**src/rtl/seg7_pkg.sv**
```systemverilog
// Shared definitions for the 7-segment scan decoder.
//   - SEG_0..SEG_9, SEG_BLANK: active-high segment patterns, bit 0 = a ... bit 6 = g
//   - CODE_INVALID: digit code reported for patterns outside the decode table
//   - slot_t: one captured digit position {code, blank, err}
//   - state_e: output-side frame state
package seg7_pkg;

  localparam logic [6:0] SEG_0     = 7'h3F;
  localparam logic [6:0] SEG_1     = 7'h06;
  localparam logic [6:0] SEG_2     = 7'h5B;
  localparam logic [6:0] SEG_3     = 7'h4F;
  localparam logic [6:0] SEG_4     = 7'h66;
  localparam logic [6:0] SEG_5     = 7'h6D;
  localparam logic [6:0] SEG_6     = 7'h7D;
  localparam logic [6:0] SEG_7     = 7'h07;
  localparam logic [6:0] SEG_8     = 7'h7F;
  localparam logic [6:0] SEG_9     = 7'h6F;
  localparam logic [6:0] SEG_BLANK = 7'h00;

  localparam logic [3:0] CODE_INVALID = 4'hF;

  typedef struct packed {
    logic [3:0] code;
    logic       blank;
    logic       err;
  } slot_t;

  typedef enum logic [0:0] {
    EMPTY,
    HOLD
  } state_e;

endpackage

```
**src/rtl/seg7_pattern_decode.sv**
```systemverilog
// Combinational 7-segment pattern to digit-code decoder.
//   seg   : segment pattern, bit 0 = a ... bit 6 = g, 1 = lit
//   code  : 0..9 for a recognised digit, 0 for a dark position, CODE_INVALID otherwise
//   blank : position is dark (seg == 0)
//   err   : pattern is neither a digit nor dark
module seg7_pattern_decode
  import seg7_pkg::*;
(
  input  logic [6:0] seg,
  output logic [3:0] code,
  output logic       blank,
  output logic       err
);

  always_comb begin
    code  = CODE_INVALID;
    blank = 1'b0;
    err   = 1'b0;
    case (seg)
      SEG_0:     code = 4'd0;
      SEG_1:     code = 4'd1;
      SEG_2:     code = 4'd2;
      SEG_3:     code = 4'd3;
      SEG_4:     code = 4'd4;
      SEG_5:     code = 4'd5;
      SEG_6:     code = 4'd6;
      SEG_7:     code = 4'd7;
      SEG_8:     code = 4'd8;
      SEG_9:     code = 4'd9;
      SEG_BLANK: begin
        code  = 4'd0;
        blank = 1'b1;
      end
      default:   err = 1'b1;
    endcase
  end

endmodule

```
**src/rtl/seg_scan_decoder.sv**
```systemverilog
// Receive side of a multiplexed 7-segment display bus.
// Samples seg/dig_sel, debounces each {seg, dig_sel} pattern, decodes stable patterns into
// per-position slots and, once every position has been seen, presents the whole frame on a
// valid/ready interface.
//   clk, rst   : clock (rising edge), asynchronous active-high reset
//   seg        : segment bus, bit 0 = a ... bit 6 = g, 1 = lit
//   dig_sel    : one-hot digit enable, bit i = position i
//   out_ready  : consumer accepts the presented frame
//   out_valid  : frame available
//   out_digits : digit i in [4i+3:4i], 0..9 or 4'hF for an invalid pattern
//   out_blank  : bit i = position i was dark
//   out_err    : bit i = position i carried an undecodable pattern
//   overrun    : sticky, a completed frame was dropped while the previous one was unacknowledged
module seg_scan_decoder
  import seg7_pkg::*;
#(
  parameter int unsigned NUM_DIGITS    = 4,
  parameter int unsigned STABLE_CYCLES = 3
) (
  input  logic                    clk,
  input  logic                    rst,
  input  logic [6:0]              seg,
  input  logic [NUM_DIGITS-1:0]   dig_sel,
  input  logic                    out_ready,
  output logic                    out_valid,
  output logic [4*NUM_DIGITS-1:0] out_digits,
  output logic [NUM_DIGITS-1:0]   out_blank,
  output logic [NUM_DIGITS-1:0]   out_err,
  output logic                    overrun
);

  localparam logic [3:0]            StableMax = 4'(STABLE_CYCLES);
  localparam logic [NUM_DIGITS-1:0] AllSeen   = '1;

  // ---------------------------------------------------------------------------
  // Sample stage and stability counter
  // ---------------------------------------------------------------------------
  logic [6:0]            seg_q, prev_seg_q;
  logic [NUM_DIGITS-1:0] sel_q, prev_sel_q;
  logic [3:0]            stab_q, stab_d;
  logic                  accept;

  always_ff @(posedge clk or posedge rst) begin
    if (rst) begin
      seg_q      <= '0;
      sel_q      <= '0;
      prev_seg_q <= '0;
      prev_sel_q <= '0;
      stab_q     <= '0;
    end else begin
      seg_q      <= seg;
      sel_q      <= dig_sel;
      prev_seg_q <= seg_q;
      prev_sel_q <= sel_q;
      stab_q     <= stab_d;
    end
  end

  always_comb begin
    if ({seg_q, sel_q} == {prev_seg_q, prev_sel_q}) begin
      stab_d = (stab_q >= StableMax) ? StableMax : stab_q + 4'd1;
    end else begin
      stab_d = 4'd1;
    end
  end

  // Fires only on the transition into saturation, so a held pattern is accepted once.
  // A zero or multi-hot select keeps counting but is never accepted.
  assign accept = (stab_d == StableMax) && (stab_q != StableMax) && $onehot(sel_q);

  // ---------------------------------------------------------------------------
  // Decode and slot collection
  // ---------------------------------------------------------------------------
  logic [3:0] dec_code;
  logic       dec_blank;
  logic       dec_err;

  seg7_pattern_decode u_decode (
    .seg   (seg_q),
    .code  (dec_code),
    .blank (dec_blank),
    .err   (dec_err)
  );

  slot_t                 slot_q [NUM_DIGITS];
  logic [NUM_DIGITS-1:0] seen_q, seen_d;
  logic                  frame_done;

  // Completion is judged on the registered mask, i.e. the cycle after the last slot write.
  assign frame_done = (seen_q == AllSeen);

  always_comb begin
    seen_d = frame_done ? '0 : seen_q;
    if (accept) begin
      seen_d = seen_d | sel_q;
    end
  end

  always_ff @(posedge clk or posedge rst) begin
    if (rst) begin
      seen_q <= '0;
      for (int i = 0; i < NUM_DIGITS; i++) begin
        slot_q[i] <= '0;
      end
    end else begin
      seen_q <= seen_d;
      for (int i = 0; i < NUM_DIGITS; i++) begin
        if (accept && sel_q[i]) begin
          slot_q[i] <= '{code: dec_code, blank: dec_blank, err: dec_err};
        end
      end
    end
  end

  // ---------------------------------------------------------------------------
  // Output FSM
  // ---------------------------------------------------------------------------
  state_e state_q, state_d;
  logic   load_out;
  logic   drop_frame;

  always_ff @(posedge clk or posedge rst) begin
    if (rst) begin
      state_q <= EMPTY;
    end else begin
      state_q <= state_d;
    end
  end

  always_comb begin
    state_d = state_q;
    case (state_q)
      EMPTY: begin
        if (frame_done) begin
          state_d = HOLD;
        end
      end
      HOLD: begin
        // A frame completing during the handshake replaces the old one and keeps us in HOLD.
        if (out_ready && !frame_done) begin
          state_d = EMPTY;
        end
      end
      default: state_d = EMPTY;
    endcase
  end

  always_comb begin
    load_out   = 1'b0;
    drop_frame = 1'b0;
    case (state_q)
      EMPTY: load_out = frame_done;
      HOLD: begin
        load_out   = frame_done && out_ready;
        drop_frame = frame_done && !out_ready;
      end
      default: ;
    endcase
  end

  assign out_valid = (state_q == HOLD);

  // ---------------------------------------------------------------------------
  // Presented frame registers
  // ---------------------------------------------------------------------------
  logic [4*NUM_DIGITS-1:0] digits_q;
  logic [NUM_DIGITS-1:0]   blank_q;
  logic [NUM_DIGITS-1:0]   err_q;
  logic                    overrun_q;

  always_ff @(posedge clk or posedge rst) begin
    if (rst) begin
      digits_q  <= '0;
      blank_q   <= '0;
      err_q     <= '0;
      overrun_q <= 1'b0;
    end else begin
      if (load_out) begin
        for (int i = 0; i < NUM_DIGITS; i++) begin
          digits_q[4*i +: 4] <= slot_q[i].code;
          blank_q[i]         <= slot_q[i].blank;
          err_q[i]           <= slot_q[i].err;
        end
      end
      if (drop_frame) begin
        overrun_q <= 1'b1;
      end
    end
  end

  assign out_digits = digits_q;
  assign out_blank  = blank_q;
  assign out_err    = err_q;
  assign overrun    = overrun_q;

endmodule

```
**config.mk**
```make
export PLATFORM = sky130hd
export DESIGN_NAME = seg_scan_decoder
export DESIGN_NICKNAME = d
export VERILOG_FILES = /design/src/rtl/seg7_pkg.sv /design/src/rtl/seg7_pattern_decode.sv /design/src/rtl/seg_scan_decoder.sv
export SDC_FILE = /design/constraint.sdc
export NUM_CORES = 1
export LEC_CHECK = 0
export ABC_AREA = 1
export BUFFER_PORTS_ARGS = -buffer_cell sky130_fd_sc_hd__buf_2
export CAP_MARGIN = 20
export CORE_MARGIN = 2
export CORE_UTILIZATION = 30
export CTS_CLUSTER_SIZE = 14
export DETAILED_ROUTE_END_ITERATION = 10
export GPL_TIMING_DRIVEN = 1
export PLACE_DENSITY = 0.52
export SKIP_CTS_REPAIR_TIMING = 1
export SLEW_MARGIN = 30
export SYNTH_ARGS = -nofsm -noshare
export SYNTH_HDL_FRONTEND = slang
export SYNTH_SLANG_ARGS = --single-unit
```
**constraint.sdc**
```tcl
create_clock -name clk -period 3 [get_ports clk]
set_input_delay 0 -clock clk [delete_from_list [all_inputs] [get_ports clk]]
set_output_delay 0 -clock clk [all_outputs]
set_load 0.02 [all_outputs]
```
-- Yosys cells after proc, flatten, opt, wreduce, memory -nomap -nowiden
Index checks and enable logic that the tools add are counted.
- latch bits: 0
- bits in read-only memories: 0
- register bits: 80
- bits in writable memories: 0
- bits of input ports: 14
- word-level logic and storage cells: 71
- memories kept: 0
- output and inout bits: 26
- muxes and demuxes: 12
- shift-type cells: 0
- bitwise logic cells: 2
- $mul: 0
- reduce and logical (&&, ||, !) cells: 14
- order comparisons: 1
- equality and inequality tests: 15
- div/mod/pow operators: 0
- $add $sub $neg: 4
- operator list (operator ; number):
    equality test 7 bit (second input constant) ; 7
    one-hot mux 4 bit (10 select lines) ; 1
    2-to-1 mux 4 bit ; 4
    equality test 7 x 3 -> 1 bit (second input constant) ; 2
    equality test 11 bit ; 1
    OR reduction 11 bit ; 1
    logical AND 1 bit ; 9
    equality test 7 x 6 -> 1 bit (second input constant) ; 1
    zero test 7 bit ; 1
    2-to-1 mux 1 bit ; 5
    adder 1 x 1 -> 2 bit ; 2
    adder 4 x 1 -> 4 bit (second input constant) ; 1
    equality test 4 x 2 -> 1 bit (second input constant) ; 1
    equality test 4 bit (second input constant) ; 1
    greater-or-equal comparator 4 x 2 -> 1 bit (second input constant) ; 1
    != test 4 x 2 -> 1 bit (second input constant) ; 1
    OR 4 bit ; 1
    one-hot mux 1 bit (2 select lines) ; 2
    adder 2 x 2 -> 3 bit ; 1
    equality test 3 x 1 -> 1 bit (second input constant) ; 1
    zero test 1 bit ; 2
    OR reduction 2 bit ; 1
    NOT 1 bit ; 1

-- Depth between registers and ports, before layout
- depth after elaboration: 7
- depth in mapped cells: 12
- mapped depth without buffers: 11

-- Cells and area by module
A second synthesis with hierarchy kept.
- cells, all modules: 402
- area, all modules: 3545.9 µm²
- modules (own cells, without submodules) (module ; cells an instance ; sequential area each (µm²) ; area each (µm²) ; times used):
    seg_scan_decoder ; 340 ; 2001.9 ; 3260.6 ; 1
    seg7_pattern_decode ; 62 ; 0.0 ; 285.3 ; 1

-- Least setup slack after synthesis
OpenSTA, ideal clock, no wires.
- kind: flip-flop to flip-flop
- start: register sel_q[0]
- end: register slot_q[0] (netlist bit)
- cell stages (with the launch flop): 13
- data arrival time: 2.199 ns
- library setup time: 0.117 ns
- setup slack: 0.684 ns
- data required time: 2.883 ns
- period minus slack after synthesis: 2.316 ns
- path buffers: 1
- cells stage by stage: dfrtp_1 buf_4 inv_2 fa_1 inv_1 ha_1 ha_1 nor2_1 nand3_1 inv_1 nand4_2 nand2_1 nand2_1
- cells in the longest elaborated chain, start to end: 6
- elaborated cells on any way between the ends: 9
- classes of those cells: 2 x add/sub; 3 x eq/ne; 1 x mux; 3 x reduce/logical
- ends and longest elaborated chain (element ; line ; RTL):
    start, declared ; seg_scan_decoder.sv:39 ; logic [NUM_DIGITS-1:0] sel_q, prev_sel_q;
    start signal, assigned ; seg_scan_decoder.sv:52 ; sel_q <= dig_sel;
    equality test 11 bit ; seg_scan_decoder.sv:60 ; if ({seg_q, sel_q} == {prev_seg_q, prev_sel_q}) begin
    2-to-1 mux 4 bit ; seg_scan_decoder.sv:60 ;
    equality test 4 x 2 -> 1 bit ; seg_scan_decoder.sv:69 ; assign accept = (stab_d == StableMax) && (stab_q != StableMax) && $onehot(sel_q);
    logical AND 1 bit ; seg_scan_decoder.sv:69 ;
    logical AND 1 bit (*) ; seg_scan_decoder.sv:69 ;
    logical AND 1 bit (*) ; seg_scan_decoder.sv:108 ; if (accept && sel_q[i]) begin
    end signal, assigned by index ; seg_scan_decoder.sv:109 ; slot_q[i] <= '{code: dec_code, blank: dec_blank, err: dec_err};
    end, declared ; seg_scan_decoder.sv:85 ; slot_t slot_q [NUM_DIGITS];
Mark *: on every way between the ends. The rest lies on a longest branch, timed or not.
A chain may end at the register's enable or synchronous reset.

-- Final worst setup path
- start: register sel_q[0]
- end: register slot_q[10] (netlist bit)
Same word-level chain as after synthesis.

==> out/results.txt <==
Cell Pwr Density = 571 nW/um2
Hold Startpoint = out_ready
# IOs = 40
Critical Setup Path Class = register to register
antenna violation net count after detailed routing = 0
non-filler cells, final = 594
dominant cell type by area after synthesis = dfrtp_1
# rows = 39
clk_lat worst skew = 330 ps
CTS buffer count = 9
register bit count reported by yosys = 80
cell with the most instances after synthesis = nand2_1
Syn Std Cell Area = 3430 um2
Post-synth top flop = dfrtp_1
Yosys cell types = 28
initial antenna violation count = 0
Worst-path clk slew = 60 ps
Placed Cells = 566
DRC = 0
die width = 111 um
DPL Wire Length = 5070 um
final weighted congestion in routability-driven placement = 0.791
fmax = 404 MHz
WL final = 7300 um
Required @ worst endpoint = 3270 ps
CP Launch Type = register
first-pass GRT wire length = 12700 um
initial core utilization = 30.5%
Max Cap Viol = 0
Synth Warn # = 0
layout cells sized above 1 = 18.0%
per-cell routed wire length = 12.3 um
peak supply drop = 0.000224 V
Worst slew margin = 46.1%
top cells by area, synth = dfrtp_1 58%, nand2_1 17%, nand3_1 7.7%
crit end category = register
DIE AREA = 12300 um2
Total Neg Setup Slack = 0 ps
outcome = finished, final reports clean
sequential-to-total area share from yosys stat = 58.3%
Syn Area/Cell = 8.83 um2
grt ovf = 0
vias in the first global route = 2746
Synth top cells by count = 155 x nand2_1, 80 x dfrtp_1, 53 x nand3_1, 26 x inv_1, 20 x nor2_1
pin count of the biggest net entering global routing = 46
clock root cell = clkbuf_16
top-area cell type share of the netlist area = 58.3%
Worst R2R Setup Slack = 530 ps
worst hold path class = primary input to register
Nets = 464
Pleak = 2.32 nW
IO buf count = 39
Core Region = 11300 um2
Final setup viols = 0
Post-synth EDFFs = 0
CP Max Fanout = 24
1st-iter DRT viols = 140
Worst-Margin Slew = 806 ps
clock skew = 6.20 ps
RR Endpoint = slot_q[10]$_DFFE_PP0P_
Die Y = 111 um
n_diodes = 0
TritonRoute pass-1 iters = 4
H-tree levels = 3
Setup crit start = sel_q[0]$_DFF_PP0_
CTS tree = done
final count of hold timing violations = 0
Vias per Instance = 4.51
r2r worst-path depth = 10
routed vias = 2678
RSZ-0062 raised after global routing = no
Area Growth Syn to Fin = 23.6%
crit path to = slot_q[10]$_DFFE_PP0P_
Worst EP arrival = 2740 ps
total track usage = 12.9%
Synth async-reset ratio = 100%
crit path time final = 2470 ps
clock sink count = 80
Final period util = 82.4%
CTS max path bufs = 2
Reg-to-Reg Start = sel_q[0]$_DFF_PP0_
Slew Viols, Final = 0
Post-Syn Instances = 389
cell type report:
class,instances,area [um2]
timing repair buffer,59,375
inverter,32,121
multi-input combinational,264,1240
fill,1152,7030
tap,143,179
sequential,80,2000
clock buffer,10,239
clock inverter,6,91.3
kinds of logic (layout without fill, tap and decap cells):
family	after synthesis	in the layout	synth area share, %
flops	80	80	58.3
buf+inv	46	107	5.94
simple gates	244	244	31.3
fa+ha+maj	4	4	1.68
other cells	1	2	0.109
compound gates	9	9	1.38
xor+xnor	5	5	1.27
through the flow:
step	total power, mW	util [%]	area, um2	worst slack [ps]	hold slack, ps
2_1_floorplan	1.21	-	3440	684	31.4
3_3_place_gp	1.24	33.7	3800	580	107
3_5_place_dp	1.25	33.7	3800	539	109
4_1_cts	2.44	36.6	4130	501	-242
5_1_grt	2.53	37.7	4250	319	213
6_report	2.43	37.7	4250	527	191
report_power, final:
| group | switching [mW] | total, mW | internal [mW] |
|---|---|---|---|
| sequential | 0.0174 | 1.11 | 1.10 |
| clock | 0.433 | 1.19 | 0.755 |
| combinational | 0.0770 | 0.123 | 0.0456 |
| total | 0.527 | 2.43 | 1.90 |
per-layer routing:
layer / track usage (%) / vias up / share of wire (%)
met5: 0 / - / 0
met4: 4.92 / 0 / 1.9
met3: 3.34 / 11 / 3.8
met2: 21.2 / 53 / 48
met1: 16.3 / 1281 / 47
li1: - / 1333 / -
state kept, by name, indices dropped and copies added (netlist names):
register,cells
slot_q,24
out_digits,16
prev_seg_q,7
seg_q,7
out_blank,4
out_err,4
prev_sel_q,4
seen_q,4
sel_q,4
stab_q,4
out_valid,1
overrun,1
critical path, cell delays in order (launching register included):
cell,delay (ps)
dfrtp_1,360
inv_2,50
fa_1,530
inv_1,40
ha_1,170
ha_1,270
nor2_1,110
nand3_1,150
nor2_4,450
nand3_1,180
nand2_1,100
layout by cell type (no fill, tap or decap), drive strengths merged, types with 2 or more instances in the layout:
cell         netlist  final
dlygate4sd3        0     12
buf                9     47
nand3b             2      2
inv               32     32
conb               1      2
nand2            156    156
nand4              7      7
xnor2              5      5
o21ai              5      5
nor2              23     23
bufinv             0      2
nand3             54     54
a21oi              3      3
dfrtp             80     80
ha                 3      3
clkbuf             5     10
clkinv             0      4
worst min path at each step:
| stage | end | depth (start not counted) |
|---|---|---|
| 2_1_floorplan | seg_q[0]$_DFF_PP0_ | 0 |
| 6_report | out_valid$_DFF_PP0_ | 5 |
| 5_1_grt | out_valid$_DFF_PP0_ | 5 |
| 3_5_place_dp | sel_q[0]$_DFF_PP0_ | 1 |
| 4_1_cts | seg_q[0]$_DFF_PP0_ | 1 |
| 3_3_place_gp | seg_q[2]$_DFF_PP0_ | 1 |
Note: power is estimated with default switching activity, not from simulation.
